$ cat config.mk
export PLATFORM = sky130hd
export DESIGN_NAME = wr_frame_packer
export DESIGN_NICKNAME = d
export VERILOG_FILES = /design/src/rtl/wr_frame_packer.sv
export SDC_FILE = /design/constraint.sdc
export NUM_CORES = 1
export LEC_CHECK = 0
export ABC_CLOCK_PERIOD_IN_PS = 2100
export BUFFER_PORTS_ARGS = -buffer_cell sky130_fd_sc_hd__buf_2
export CORE_MARGIN = 2
export CORE_UTILIZATION = 50
export CTS_BUF_LIST = sky130_fd_sc_hd__clkbuf_4 sky130_fd_sc_hd__clkbuf_8 sky130_fd_sc_hd__clkbuf_16
export DETAILED_ROUTE_END_ITERATION = 10
export GPL_ROUTABILITY_DRIVEN = 0
export PLACE_DENSITY_LB_ADDON = 0.2
export SETUP_SLACK_MARGIN = 0.15
export SLEW_MARGIN = 0
export SYNTH_ARGS = -nofsm -noshare
export SYNTH_HDL_FRONTEND = slang
export SYNTH_SLANG_ARGS = --single-unit
export TNS_END_PERCENT = 50
$ cat constraint.sdc
create_clock -name wclk -period 2.1 [get_ports wclk]
set_input_delay 0.105 -clock wclk [delete_from_list [all_inputs] [get_ports wclk]]
set_output_delay 0.105 -clock wclk [all_outputs]
set_load 0.01 [all_outputs]
$ cat src/rtl/wr_frame_packer.sv
// Packs source frames into header-prefixed segments of up to MAXLEN bytes for an async FIFO write side.
// The header is written the cycle after the ending beat, then the bytes; wfull stalls the writes and s_ready is low while draining.
module wr_frame_packer #(
  parameter int DW     = 8,
  parameter int MAXLEN = 16
) (
  input  logic          wclk,
  input  logic          wrst_n,
  input  logic          s_valid,
  input  logic [DW-1:0] s_data,
  input  logic          s_last,
  output logic          s_ready,
  input  logic          wfull,
  output logic          winc,
  output logic [DW-1:0] wdata,
  output logic [15:0]   seg_count,
  output logic          busy
);

  localparam int IW = $clog2(MAXLEN);
  localparam int CW = IW + 1;

  typedef enum logic [1:0] {
    COLLECT = 2'd0,
    HEADER  = 2'd1,
    DRAIN   = 2'd2
  } state_t;

  state_t        r_state;
  state_t        w_state_nxt;
  logic [DW-1:0] r_buf [MAXLEN];
  logic [CW-1:0] r_count;
  logic [IW-1:0] r_idx;
  logic [6:0]    r_len;
  logic          r_last;
  logic [15:0]   r_seg_count;

  logic          w_accept;
  logic          w_end;
  logic          w_drain_done;
  logic [CW-1:0] w_cnt_inc;
  logic [DW-1:0] w_hdr;

  // Outputs decode only from registered state and wfull; source inputs feed next-state logic only.
  always_comb begin
    w_state_nxt  = r_state;
    s_ready      = 1'b0;
    busy         = 1'b1;
    winc         = 1'b0;
    wdata        = '0;
    w_accept     = 1'b0;
    w_end        = 1'b0;
    w_drain_done = 1'b0;
    w_cnt_inc    = r_count + 1'b1;
    w_hdr        = '0;
    w_hdr[7]     = r_last;
    w_hdr[6:0]   = r_len;
    case (r_state)
      COLLECT: begin
        s_ready  = 1'b1;
        busy     = 1'b0;
        w_accept = s_valid;
        w_end    = s_valid && (s_last || (w_cnt_inc == CW'(MAXLEN)));
        if (w_end) w_state_nxt = HEADER;
      end
      HEADER: begin
        winc  = !wfull;
        wdata = w_hdr;
        if (!wfull) w_state_nxt = DRAIN;
      end
      DRAIN: begin
        winc         = !wfull;
        wdata        = r_buf[r_idx];
        w_drain_done = !wfull && (7'(r_idx) == (r_len - 7'd1));
        if (w_drain_done) w_state_nxt = COLLECT;
      end
      default: begin
        w_state_nxt = COLLECT;
      end
    endcase
  end

  always_ff @(posedge wclk or negedge wrst_n) begin
    if (!wrst_n) r_state <= COLLECT;
    else         r_state <= w_state_nxt;
  end

  always_ff @(posedge wclk or negedge wrst_n) begin
    if (!wrst_n) begin
      r_count     <= '0;
      r_idx       <= '0;
      r_len       <= '0;
      r_last      <= 1'b0;
      r_seg_count <= '0;
    end else begin
      if (w_accept) r_count <= w_cnt_inc;
      if (w_end) begin
        r_len  <= 7'(w_cnt_inc);
        r_last <= s_last;
      end
      if (r_state == HEADER && !wfull) r_idx <= '0;
      if (r_state == DRAIN && !wfull)  r_idx <= r_idx + 1'b1;
      if (w_drain_done) begin
        r_count     <= '0;
        r_seg_count <= r_seg_count + 16'd1;
      end
    end
  end

  // Staging buffer carries no reset; it is always rewritten before being drained.
  always_ff @(posedge wclk) begin
    if (w_accept) r_buf[r_count[IW-1:0]] <= s_data;
  end

  assign seg_count = r_seg_count;

endmodule

==> results of run 1 <==
cell type report:
type,instances,area (um2),share of cell area (%)
clock buffer,18,433,5.04
inverter,11,41.3,0.481
timing repair buffer,99,852,9.92
sequential,161,4670,54.4
tap,176,220,2.56
clock inverter,14,213,2.48
multi-input combinational,214,2160,25.1
per-stage QoR:
stage / utilization, % / hold slack, ns / cell area, um2 / TNS [ns] / std cells
detailed placement: 56.9 / 0.218 / 7600 / -1.44 / 646
floorplan: - / -0.191 / 6900 / -1.25 / 405
CTS: 63.4 / 0.0269 / 8470 / -2.63 / 689
global placement: 56.9 / 0.209 / 7600 / -1.17 / 646
global route: 64.3 / 0.0388 / 8590 / -3.18 / 693
finish: 64.3 / 0.0432 / 8590 / -2.48 / 693
cell usage in the layout (no fill, tap or decap), types with 3 or more instances in the layout:
cell / instances
a21oi_1: 7
a22o_1: 3
and2_1: 3
and3_1: 6
buf_12: 9
buf_2: 37
buf_4: 42
buf_6: 5
bufinv_16: 4
clkbuf_16: 18
dfrtp_1: 31
edfxtp_1: 128
ha_1: 10
inv_1: 9
inv_6: 6
mux2_2: 5
mux2i_1: 11
mux2i_2: 4
mux4_2: 33
nand2_1: 14
nand2b_1: 5
nand3_1: 15
nand4_1: 3
nor2_1: 26
nor3_4: 3
o21ai_0: 4
o21ai_1: 5
xnor2_1: 18
xnor2_2: 3
xor2_1: 5
worst max-delay path: stages, from the launching register on:
cell and delay (ns):
dfrtp_2 0.52, buf_12 0.17, mux4_2 0.49, mux4_2 0.47
nor2b_4 0.14, buf_6 0.11
synth_stat cells, types with 2 or more instances:
master      n  area (um2)
a21oi_1     7        35.0
nand3_1    15        75.1
nand2b_1    5        31.3
mux2_2      5        56.3
nor2_1     27         101
mux2i_1    15         150
mux4_1      8         210
ha_1       11         138
nor2b_1     2        12.5
xor2_1      5        43.8
buf_6       4        45.0
o21ai_0    10        50.1
inv_1      11        41.3
o21bai_1    2        15.0
and2_1      4        25.0
and3_1      6        37.5
clkbuf_1    4        15.0
dfrtp_1    33         826
nand2_1    15        56.3
a22o_1      3        26.3
nand4_1     3        18.8
xnor2_1    21         184
buf_2       9        45.0
nor3_1      7        35.0
edfxtp_1  128        3840
mux4_2     26         586
sequential cells by signal, summed over array words and instances (netlist names):
name       count
r_idx          4
r_len          5
r_state        2
r_count        5
r_buf        128
seg_count     16
r_last         1
final timing paths:
path,slack (ns),start,cells past startpoint,to
worst max-delay path,-0.34,r_idx[0],5,wdata[5]
min in group asynchronous,0.29,wrst_n,2,r_idx[3]
max in group asynchronous,1.27,wrst_n,2,r_len[2]
worst min-delay path,0.04,s_data[5],1,r_buf[2][5]
worst min register to register,0.48,seg_count[15],1,seg_count[15]
worst max register to register,0.11,r_idx[0],6,seg_count[1]
report_power, final:
group | switching [uW] | total (uW) | internal, uW
sequential | 272 | 4050 | 3780
combinational | 1570 | 3320 | 1750
clock | 1300 | 3340 | 2050
routing by layer:
layer	vias up	track usage [%]
li1	1766	-
met1	1994	29.1
met2	126	33.0
met3	32	6.44
met4	0	7.11
met5	-	0
what timing repair did:
item / in CTS / in global routing
setup buffers: 7 / 3
gates resized for setup: 34 / 16
hold endpoints to repair: 35 / 0
hold buffers: 2 / 0
endpoints found under the setup margin: 113 / 88
pin swaps: 5 / 6
cloned: 2 / 1
kinds of logic (layout without fill, tap and decap cells):
kind of cell | after synthesis | in the layout | synth area share, %
compound gates | 29 | 29 | 2.69
simple gates | 93 | 93 | 6.96
xor+xnor | 27 | 27 | 3.65
mux | 54 | 54 | 14.6
buf+inv | 30 | 142 | 2.29
fa+ha+maj | 11 | 11 | 2.00
flops | 161 | 161 | 67.8
==> impl_metrics.ini, run 1 <==
[route]
vias_per_cell = 5.65
dr.pass1.iters = 4
met1_length_um = 6200
wl_per_cell_um = 21.0
finalWirelength_um = 14500
routed-via-count = 3918
drtIter0Drc = 367
wl_met3_um = 905
drc = 0
top_layer_used = met4
met2_length_um = 7030
ant_nets = 0

[logic_synthesis]
syn-num-nets = 429
synthCells = 405
ys_ff_latch = 161
synth_flop_cell = edfxtp_1
synth_edf_count = 128
synth_area_um2 = 6880
yosys_warnings = 0
synth_cell_types = 45
synthArstFlopShare_pct = 20.5
ys_seq_area_share_pct = 67.8
synth_area_per_cell_um2 = 17.0

[worst_setup_path]
critPathCaptureType = output port
startpoint_type = flip-flop
crit_required_ns = 2.00
critical_path_class = flip-flop to output port
arrival_ns = 2.33
cp_max_fo = 6

[die]
die_area_um2 = 14700
io_pins = 40
initial_utilization_pct = 51.6
core-area_um2 = 13300
rows = 42
die_w_um = 121
die-height_um = 121

[final_layout]
nNetsFinal = 528
drive_gt1_share_pct = 37.5
antenna_cells = 0
fillers = 967
area_growth_syn_to_layout_pct = 24.8

[worst_hold_path]
hold_path.class = primary input to flip-flop

[sta]
slew_headroom_pct = 48.5
hold_viol_final = 0
fmax_mhz = 410
drv_slew = 0
setup_ws_ns = -0.336
period_minus_slack_ns = 2.44
setup_viol = 8
period_share_pct = 116
rsz0062_at_grt = yes
worst_pin_slew_ns = 0.773
final.setup_skew_ns = 0.0129

[place]
pre_cts_ws_ns = -0.102
dpl.hpwl_um = 9390
io_buffers = 39

[power_and_ir_drop]
ir_worst_vdd_mv = 0.856
powerDensity_nw_per_um2 = 1250
power_uw = 10700
p_leak_uw = 0.00319

[clock_tree]
clock_sinks = 161
cts_buffers = 17
tritoncts = done
htree_num_levels = 4
path_clk_slew_ns = 0.07
clock_path_buffers = 2
clk_latency_ns = 0.43
cts-root-buf = clkbuf_16

[grt]
grt_max_degree = 34
grt_pass1_vias = 3861
grt_antenna_before_repair = 0
grt_pass1_wl_um = 22400
grt_use_total_pct = 21.3
overflow = 0

[run_status]
violations = negative setup slack
status = complete, but fails checks

[flow_run]
maxCapViolCount = 0
Power figures use the tool's default switching activity.
==> run 2: changes to the inputs <==
Settings changed: SKIP_CTS_REPAIR_TIMING from default to 1.
==> run 2 against run 1 <==
Compared with the run above:
- the flow still finishes with violations (negative setup slack)
- combinational power is 5% lower
- non-clock buffer count decreased by 1
- via count decreased by 0.97%
- hold slack improved by 0.0033 ns
- cell count shrank 0.14%
- largest cell class unchanged
==> impl_metrics.ini, run 2 (same netlist as run 1, synthesis figures left out) <==
[run_status]
status = complete, but fails checks
violations = negative setup slack

[flow_run]
maxCapViolCount = 0

[sta]
fmax_mhz = 407
hold_slack_ns = 0.0465
period_share_pct = 117
final.setup_skew_ns = 0.0122
hold_viol_final = 0
worst_pin_slew_ns = 0.765
drv_slew = 0
setup_ws_ns = -0.357
slew_headroom_pct = 49.0
setup_viol = 8
rsz0062_at_grt = yes
period_minus_slack_ns = 2.46

[die]
die_w_um = 121
io_pins = 40
die-height_um = 121
core-area_um2 = 13300
rows = 42
initial_utilization_pct = 51.6
die_area_um2 = 14700

[place]
io_buffers = 39
dpl.hpwl_um = 9390
place_area_um2 = 7600
pre_cts_ws_ns = -0.102

[clock_tree]
htree_num_levels = 4
clk_latency_ns = 0.43
clock_sinks = 161
cts_buffers = 17
tritoncts = done
cts-root-buf = clkbuf_16
path_clk_slew_ns = 0.07
clock_path_buffers = 2

[final_layout]
fillers = 961
largest_reg_flops = 128
antenna_cells = 0
area_growth_syn_to_layout_pct = 25.7
finalCoreUtilization_pct = 64.8
mostFrequentLayoutCell = edfxtp_1
nNetsFinal = 527
drive_gt1_share_pct = 39.3
final_area_um2 = 8650
final_cell_mix = 128 x edfxtp_1, 47 x buf_4, 37 x buf_2

[grt]
grt_pass1_vias = 3777
grt_use_total_pct = 20.6
overflow = 0
grt_pass1_wl_um = 21600
grt_antenna_before_repair = 0
grt_max_degree = 34

[route]
routed-via-count = 3880
ant_nets = 0
wl_per_cell_um = 21.2
drtIter0Drc = 329
vias_per_cell = 5.61
dr.pass1.iters = 5
finalWirelength_um = 14700
drc = 0

[worst_setup_path]
startpoint_type = flip-flop
arrival_ns = 2.35
critPathCaptureType = output port
critical_path_class = flip-flop to output port
cp_max_fo = 8
crit_required_ns = 2.00

[power_and_ir_drop]
ir_worst_vdd_mv = 0.855
power_uw = 10500
powerDensity_nw_per_um2 = 1220
p_leak_uw = 0.00328

[worst_hold_path]
hold_path.class = primary input to flip-flop
==> run 2: metal layers <==
layer | vias up | part of all wire (%) | track usage (%) | wire length, um
met5 | - | 0 | 0 | 0
met4 | 0 | 1.8 | 6.75 | 268
met2 | 123 | 49 | 32.3 | 7150
met1 | 1974 | 43 | 28.1 | 6330
li1 | 1761 | - | - | -
met3 | 22 | 6.5 | 5.97 | 960
==> run 2: per-stage QoR <==
| step | std cells | setup TNS, ns |
|---|---|---|
| 6_report | 692 | -2.54 |
| 5_1_grt | 692 | -3.39 |
| 4_1_cts | 678 | -4.97 |
| 3_5_place_dp | 646 | -1.44 |
| 3_3_place_gp | 646 | -1.17 |
| 2_1_floorplan | 405 | -1.25 |
==> run 2: final timing paths <==
kind | from | end | slack [ns] | cells after the start
worst max-delay path | r_idx[0] | wdata[5] | -0.36 | 5
worst min-delay path | s_data[5] | r_buf[2][5] | 0.05 | 1
worst max register to register | r_len[0] | r_state[1] | 0.02 | 7
worst min register to register | seg_count[5] | seg_count[5] | 0.49 | 1
max in group asynchronous | wrst_n | r_idx[0] | 1.28 | 2
min in group asynchronous | wrst_n | r_idx[3] | 0.29 | 2
==> run 2: final cells by class <==
cell class	instances	area [um2]	area share, %
Timing Repair Buffer	98	778	8.99
Clock buffer	18	433	5.00
Inverter	11	41.3	0.477
Tap cell	176	220	2.54
Clock inverter	14	213	2.46
Sequential cell	161	4670	54.0
Multi-Input combinational cell	214	2300	26.5
==> run 2: worst max-delay path, stage by stage (launching register included) <==
cell,delay (ns)
dfrtp_2,0.53
buf_12,0.18
mux4_2,0.49
mux4_2,0.47
nor2b_4,0.14
buf_6,0.11
==> run 2: report_power, final <==
group,switching (uW),internal [uW],leakage (uW)
logic,1520,1630,0.00137
clock network,1300,2050,0.000318
registers,273,3770,0.00159
total,3090,7450,0.00328
==> run 3: changes to the inputs <==
Settings changed: SETUP_SLACK_MARGIN 0.15 to 0.02.
==> run 3 against run 2 <==
Compared with the run above:
- the run still ends with negative setup slack left
- combinational power about the same
- register-to-register slack worse by 0.04 ns
- sequential power about the same
- maximum frequency up 2.7%
- clock power down 9.6%
- total power down 3.4%
- critical path depth unchanged
- clock skew down 0.0029 ns
- sequential cell count unchanged
- critical path type unchanged
==> impl_metrics.ini, run 3 (same netlist as run 1, synthesis figures left out) <==
[worst_setup_path]
rrSetupSlack_ns = -0.02
critical_path_class = flip-flop to output port
critPathCaptureType = output port
cp_max_fo = 11
crit_required_ns = 2.00
ff2ff_path_depth = 7
arrival_ns = 2.29
startpoint_type = flip-flop
crit_start = r_idx[0]
reg2reg_from = r_len[0]
r2r_end = r_state[1]

[grt]
top_usage_layer = met2
grt_max_degree = 34
met3_usage_pct = 5.36
grt_antenna_before_repair = 0
overflow = 0
grt_use_met2_pct = 31.5
grt_util_met1_pct = 28.9
grt_pass1_wl_um = 21500
grt_pass1_vias = 3695
grt_use_total_pct = 20.5

[route]
ant_nets = 0
routed-via-count = 3866
wl_per_cell_um = 20.7
dr.pass1.iters = 4
drc = 0
drtIter0Drc = 271
finalWirelength_um = 14200
vias_per_cell = 5.62

[sta]
worst_pin_slew_ns = 0.758
setup_viol = 9
slew_headroom_pct = 49.4
fin_tns_setup_ns = -1.84
hold_viol_final = 0
fmax_mhz = 418
period_minus_slack_ns = 2.39
rsz0062_at_grt = yes
drv_slew = 0
period_share_pct = 114
final.setup_skew_ns = 0.00930
setup_ws_ns = -0.293

[place]
place_area_um2 = 7560
dpl.hpwl_um = 9400
io_buffers = 39

[die]
die-height_um = 121
io_pins = 40
die_area_um2 = 14700
die_w_um = 121
rows = 42
core-area_um2 = 13300
initial_utilization_pct = 51.6

[power_and_ir_drop]
ir_worst_vdd_mv = 1.03
p_leak_uw = 0.00308
powerDensity_nw_per_um2 = 1220

[final_layout]
drive_gt1_share_pct = 35.4
antenna_cells = 0
nNetsFinal = 523
final_area_um2 = 8360
mostFrequentLayoutCell = edfxtp_1
largest_reg_flops = 128
finalCoreUtilization_pct = 62.6
final_cell_mix = 128 x edfxtp_1, 45 x buf_4, 39 x buf_2
area_growth_syn_to_layout_pct = 21.4

[worst_hold_path]
worstHoldStart = s_data[1]
hold_path.class = primary input to flip-flop
min_delay_path_depth = 1
holdPathEnd = r_buf[12][1]

[run_status]
status = complete, but fails checks
violations = negative setup slack

[clock_tree]
cts-root-buf = clkbuf_16
path_clk_slew_ns = 0.06
tritoncts = done
cts_buffers = 17
clock_path_buffers = 2
htree_num_levels = 4
clock_sinks = 161
clk_latency_ns = 0.42

[flow_run]
maxCapViolCount = 0
[run 3: changes by cell type in the layout (fill, tap and decap cells not counted), moves of 4 or more]
cell,previous run,this run
nand3_1,8,14
mux4_1,2,7
mux4_2,32,27
nand3_4,6,0
nand2_4,4,0
xnor2_2,10,1
xnor2_1,11,20
[run 3: layer usage]
metal	part of all wire [%]	vias to the layer above
met5	0	-
met4	1.6	0
met3	6.2	17
met2	49	132
met1	43	1954
li1	-	1763
[run 3: worst max-delay path by stage]
stage / to / slack (ns) / cells past startpoint
after floorplan: r_buf[1][0] / -0.08 / 6
after global placement: r_buf[7][4] / -0.01 / 6
after global routing: wdata[6] / -0.40 / 5
final: wdata[5] / -0.29 / 5
after CTS: wdata[0] / -0.45 / 7
after detailed placement: r_state[1] / -0.03 / 7
[run 3: layout make-up]
cell class / instances / area, um2
Clock inverter: 14 / 151
Inverter: 11 / 41.3
Clock buffer: 18 / 433
Tap cell: 176 / 220
Timing Repair Buffer: 94 / 701
Fill cell: 1019 / 4990
Multi-Input combinational cell: 214 / 2140
Sequential cell: 161 / 4670
[run 3: where the power goes]
group	internal, uW	switching, uW	total [uW]
sequential	3780	246	4020
combinational	1590	1540	3130
clock	1780	1250	3030
[run 3: metrics by stage]
step	setup WS, ns	hold WS (ns)	total power [uW]	instances
finish	-0.293	0.0633	10200	688
global route	-0.403	0.0520	10700	688
CTS	-0.447	-0.232	9910	673
detailed placement	-0.0333	0.221	6850	641
global placement	-0.0116	0.212	6800	641
floorplan	-0.0779	-0.191	5950	405
[run 3: worst max-delay path, cell delays in order (launching register included)]
cell     delay [ns]
dfrtp_2        0.43
buf_12         0.17
mux4_2         0.53
mux4_2         0.48
nor2b_4        0.13
buf_2          0.13
